===== config.mk =====
export PLATFORM = sky130hd
export DESIGN_NAME = apb_mem_slave
export DESIGN_NICKNAME = d
export VERILOG_FILES = /design/src/rtl/apb_mem_slave.sv
export SDC_FILE = /design/constraint.sdc
export NUM_CORES = 1
export LEC_CHECK = 0
export CORE_ASPECT_RATIO = 0.7
export CORE_MARGIN = 2
export CORE_UTILIZATION = 50
export DETAILED_ROUTE_END_ITERATION = 6
export PLACE_DENSITY = 0.67
export SLEW_MARGIN = 20
export SYNTH_ARGS = -nofsm -noshare
export SYNTH_HDL_FRONTEND = slang
export SYNTH_SLANG_ARGS = --single-unit

===== constraint.sdc =====
create_clock -name clk -period 4.57 [get_ports clk]
set_input_delay 0.914 -clock clk [delete_from_list [all_inputs] [get_ports clk]]
set_output_delay 0.914 -clock clk [all_outputs]
set_load 0.1 [all_outputs]

===== src/rtl/apb_mem_slave.sv =====
// APB4 completer in front of a word-organised register memory with byte strobes,
// configurable wait-state insertion (none / fixed / LFSR) and PSLVERR on out-of-range words.
module apb_mem_slave #(
  parameter int unsigned DATA_W      = 32,
  parameter int unsigned ADDR_W      = 10,
  parameter int unsigned DEPTH       = 16,
  parameter int unsigned WAIT_MODE   = 2,
  parameter int unsigned WAIT_CYCLES = 3,
  parameter logic [3:0]  LFSR_SEED   = 4'hE
) (
  input  logic                clk,
  input  logic                reset,
  input  logic                psel_i,
  input  logic                penable_i,
  input  logic [ADDR_W-1:0]   paddr_i,
  input  logic                pwrite_i,
  input  logic [DATA_W-1:0]   pwdata_i,
  input  logic [DATA_W/8-1:0] pstrb_i,
  output logic [DATA_W-1:0]   prdata_o,
  output logic                pready_o,
  output logic                pslverr_o
);

  localparam int unsigned STRB_W = DATA_W / 8;
  localparam int unsigned LSB    = $clog2(STRB_W);
  localparam int unsigned IDX_W  = ADDR_W - LSB;
  localparam int unsigned MEM_AW = (DEPTH > 1) ? $clog2(DEPTH) : 1;
  localparam logic [IDX_W:0] DEPTH_L = (IDX_W + 1)'(DEPTH);

  typedef enum logic [1:0] {
    StIdle,
    StWait,
    StAccess
  } state_e;

  state_e              state_q, state_d;
  logic [3:0]          lfsr_q;
  logic [3:0]          cnt_q, cnt_d;
  logic [IDX_W-1:0]    idx_q;
  logic                write_q;
  logic [DATA_W-1:0]   wdata_q;
  logic [STRB_W-1:0]   strb_q;
  logic                accept;
  logic                in_range;
  logic                access;
  logic [MEM_AW-1:0]   mem_idx;
  logic [3:0]          wait_load;
  logic [DATA_W-1:0]   mem [DEPTH];

  // Byte-offset bits are deliberately dropped: misaligned addresses truncate.
  logic unused_addr_lsb;
  assign unused_addr_lsb = ^paddr_i[LSB-1:0];

  assign wait_load = (WAIT_MODE == 1) ? 4'(WAIT_CYCLES) : lfsr_q;
  assign in_range  = ({1'b0, idx_q} < DEPTH_L);
  assign access    = (state_q == StAccess);
  assign mem_idx   = idx_q[MEM_AW-1:0];

  always_comb begin
    state_d = state_q;
    cnt_d   = cnt_q;
    accept  = 1'b0;
    case (state_q)
      StIdle: begin
        if (psel_i && penable_i) begin
          accept = 1'b1;
          if (WAIT_MODE == 0) begin
            state_d = StAccess;
          end else begin
            state_d = StWait;
            cnt_d   = wait_load;
          end
        end
      end
      StWait: begin
        // Requester dropping psel mid-wait aborts the transfer silently.
        if (!psel_i) begin
          state_d = StIdle;
        end else if (cnt_q == 4'd0) begin
          state_d = StAccess;
        end else begin
          cnt_d = cnt_q - 4'd1;
        end
      end
      StAccess: state_d = StIdle;
      default:  state_d = StIdle;
    endcase
  end

  always_ff @(posedge clk or posedge reset) begin
    if (reset) begin
      state_q <= StIdle;
      lfsr_q  <= LFSR_SEED;
      cnt_q   <= 4'd0;
      idx_q   <= '0;
      write_q <= 1'b0;
      wdata_q <= '0;
      strb_q  <= '0;
    end else begin
      state_q <= state_d;
      lfsr_q  <= {lfsr_q[2:0], lfsr_q[3] ^ lfsr_q[2]};
      cnt_q   <= cnt_d;
      if (accept) begin
        idx_q   <= paddr_i[ADDR_W-1:LSB];
        write_q <= pwrite_i;
        wdata_q <= pwdata_i;
        strb_q  <= pstrb_i;
      end
    end
  end

  // Memory is intentionally outside the reset domain so it survives a reset.
  always_ff @(posedge clk) begin
    if (access && write_q && in_range) begin
      for (int b = 0; b < STRB_W; b++) begin
        if (strb_q[b]) mem[mem_idx][8*b +: 8] <= wdata_q[8*b +: 8];
      end
    end
  end

  always_comb begin
    pready_o  = access;
    pslverr_o = access && !in_range;
    prdata_o  = '0;
    if (access && !write_q && in_range) prdata_o = mem[mem_idx];
  end

endmodule


==> metrics.md <==
| Metric | Value |
|---|---|
| Outcome | finished clean |
| Ant diodes | 0 |
| Setup tns final | 0 ns |
| Relative slew slack | 25.7% |
| Die Ht | 180 um |
| Endpoints failing setup | 0 |
| Mapped Area | 0.0221 mm2 |
| Later-pin clock latency in the skew report | 0.57 ns |
| Area contributors post-synth | edfxtp_1 70%, mux4_2 13%, dfrtp_1 5.9%, mux2_2 2.3%, mux2i_1 1.6% |
| DRT Wirelength | 45.7 mm |
| CTS Buffer Depth | 3 |
| Crit start category | register |
| Nets@finish | between 1000 and 1500 |
| Pwr Density | between 500 and 600 mW/mm2 |
| CTS tree | yes |
| Register area share after synthesis | 75.7% |
| P_leak | 8.32 nW |
| Routability cong. | 0.754 |
| Metal3 WL | between 3 and 4 mm |
| EDFF count, synth | 512 |
| CP arrival | 3.06 ns |
| CP max stage cell | dfrtp_4 |
| Io pins | 85 |
| Post-cts sizing count | 0 |
| Global-route wire length before repair | between 60 and 70 mm |
| Setup bufs post-CTS | 0 |
| Cell taking the most area after synthesis | edfxtp_1 |
| Ys Warns | 0 |
| WL/cell | between 20 and 30 um |
| Met2 WL | 21.1 mm |
| Fmax achieved | roughly 250 MHz |
| GRT overflow | 0 |
| Layout cells sized above 1 | 26.9% |
| Post-Syn Nets | 1110 |
| Met1 wire length | 20.7 mm |
| Hold path depth | 0 |
| Max-slew violations | 0 |
| Synth Instances | 1058 |
| Largest net degree at the start of global routing | 46 |
| Placement Rows | 64 |
| Critical Path Fanout Max | 39 |
| Post-route total power | 13.3 mW |
| Crit-path cells | buf_4 > mux4_2 > nand4_1 > o221ai_1 > buf_12 |
| Via count | 10564 |
| Internal | slightly below 10 mW |
| HPWL Detailed | between 20 and 30 mm |
| Combinational cell fraction of total power | 15.5% |
| Total track usage | approximately a fifth |
| Net Sw Frac | 25.7% |
| Clock skew | 0.0147 ns |
| Peak supply drop | 0.000373 V |
| H-tree Lvls | 2 |
| Synth-to-layout area growth | 15.9% |
| Via density | 5.88 |
| R2R depth | 4 |
| Total core area | 0.0436 mm2 |
| CTS Buf Count | 51 |
| Avg Inst Size Synth | between 20 and 25 um2 |
| Port Buffers | 82 |
| Tightest Hold Check Type | reg -> reg |
| Synthesized flop and latch total | 567 |
| Main synth FF type | edfxtp_1 |
| Final core occ | between 50% and 60% |
| Hold Buf Count CTS | 0 |
| Total clock sinks | 567 |
| Highest routed metal layer | met4 |
| Net Sw Power | 3.41 mW |
| Routed Antenna Nets | 0 |
| Async SR Flop Fraction | 9.70% |
| Number of global-route vias before repair | 10714 |
| Detailed Routing Iterations Pass 1 | 6 |
| Slew @ Worst Pin | around 1.1 ns |
| Clock-pin slew on the worst setup and hold paths | roughly 0.070 ns |
| # DRC | 0 |
| Share of power burned in registers | a little over half |
| DRT iter0 DRCs | between 800 and 900 |
| CP peak stage delay | approximately 0.9 ns |
| Initial Utilization | 50.7% |
| Share of the synthesized area in the top cell type | 69.5% |
| Root Driver | clkbuf_16 |
| Minimum clock period | 3.97 ns |
| Max-cap violation count | 0 |
| Synth cell count leaders | 512 x edfxtp_1, 128 x mux4_2, 67 x nor2_1 |
| Worst setup EP type | output pin |
| RSZ-0062 raised after global routing | false |
| Synth unique cells | 39 |
| Fin crit share | 87.0% |
| Crit Path Class | reg -> out |
| Clock network fraction of total power | 31.6% |
| Antenna violations before repair | 0 |
| Full die area | 0.0460 mm2 |
| Worst Path Required | 3.66 ns |
| Die Width | ~260 um |
| Top-count cell post-synth | edfxtp_1 |
| Final Hold Fails | 0 |
==> through the flow <==
step                      hold WS, ns  worst slack, ns  instances  area, um2
after global routing            0.371            0.423       1798      25600
final                           0.367            0.595       1798      25600
after CTS                       0.367            0.529       1798      25600
after detailed placement        0.359             1.16       1705      24000
after global placement          0.359             1.16       1705      24000
after floorplan                 0.354            0.893       1058      22100
==> layer usage <==
layer | vias to the layer above | GRT usage, %
li1 | 4559 | -
met1 | 5588 | 31.1
met2 | 348 | 30.2
met3 | 69 | 3.89
met4 | 0 | 4.42
met5 | - | 0
==> registers in the layout, indices dropped and copies added (netlist names) <==
| name | flops |
|---|---|
| idx_q | 8 |
| strb_q | 4 |
| state_q | 2 |
| lfsr_q | 4 |
| wdata_q | 32 |
| cnt_q | 4 |
| mem | 512 |
| write_q | 1 |
==> layout by cell type, fill, tap and decap left out, types with 2 or more instances in the layout <==
cell and count:
a2111oi_0 2, a22o_1 2, buf_12 38, buf_4 27, bufinv_16 5, clkbuf_1 19, clkbuf_16 53, clkdlybuf4s50_1 50
clkinv_1 9, clkinv_2 7, dfrtp_1 49, dfrtp_4 2, dfstp_2 3, edfxtp_1 512, inv_1 36, mux2_2 45
mux2i_1 35, mux4_2 128, nand2_1 13, nand2b_1 2, nand3_1 4, nand4_1 32, nand4_4 3, nor2_1 64
nor2_2 3, nor2b_1 5, nor3_1 2, nor3b_1 2, o221ai_1 32
==> layout make-up <==
class,count,area (um2)
clock inverter,21,219
timing repair buffer,115,1460
tap,594,743
fill,3138,18000
sequential,567,16800
clock buffer,72,1400
inverter,37,139
multi-input combinational,392,4910
==> critical path, delay by kind of cell (launching register included) <==
kind	cells	cell delay, ns
and+or+nand+nor	1	0.10
muxes	1	0.52
buffers and inverters	2	0.64
AOI/OAI and AO/OA	1	0.25
DFF	1	0.91
==> power groups by stage <==
| stage | sequential (mW) | clock, mW | combinational [mW] |
|---|---|---|---|
| floorplan | 6.72 | 0 | 1.76 |
| global placement | 7.07 | 0 | 2.05 |
| detailed placement | 7.14 | 0 | 2.08 |
| CTS | 7.02 | 4.26 | 2.09 |
| global route | 7.10 | 4.47 | 2.21 |
| finish | 7.01 | 4.19 | 2.06 |
==> final timing paths <==
kind	startpoint	endpoint	slack (ns)
worst max-delay path	idx_q[0]	prdata_o[2]	0.60
worst min-delay path	lfsr_q[1]	lfsr_q[2]	0.37
worst max register to register	idx_q[7]	mem[14][0]	1.48
worst min register to register	lfsr_q[1]	lfsr_q[2]	0.37
max in group asynchronous	reset	idx_q[0]	2.77
min in group asynchronous	reset	wdata_q[8]	0.91
==> cell families after synthesis <==
family	share of synthesized area (%)
AOI/OAI and AO/OA	1.58
muxes	16.9
buffers and inverters	2.17
adders and majority gates	0.0566
DFF	75.7
and+or+nand+nor	3.51
xor gates and xnor gates	0.0396
(Power assumes the default switching activity.)
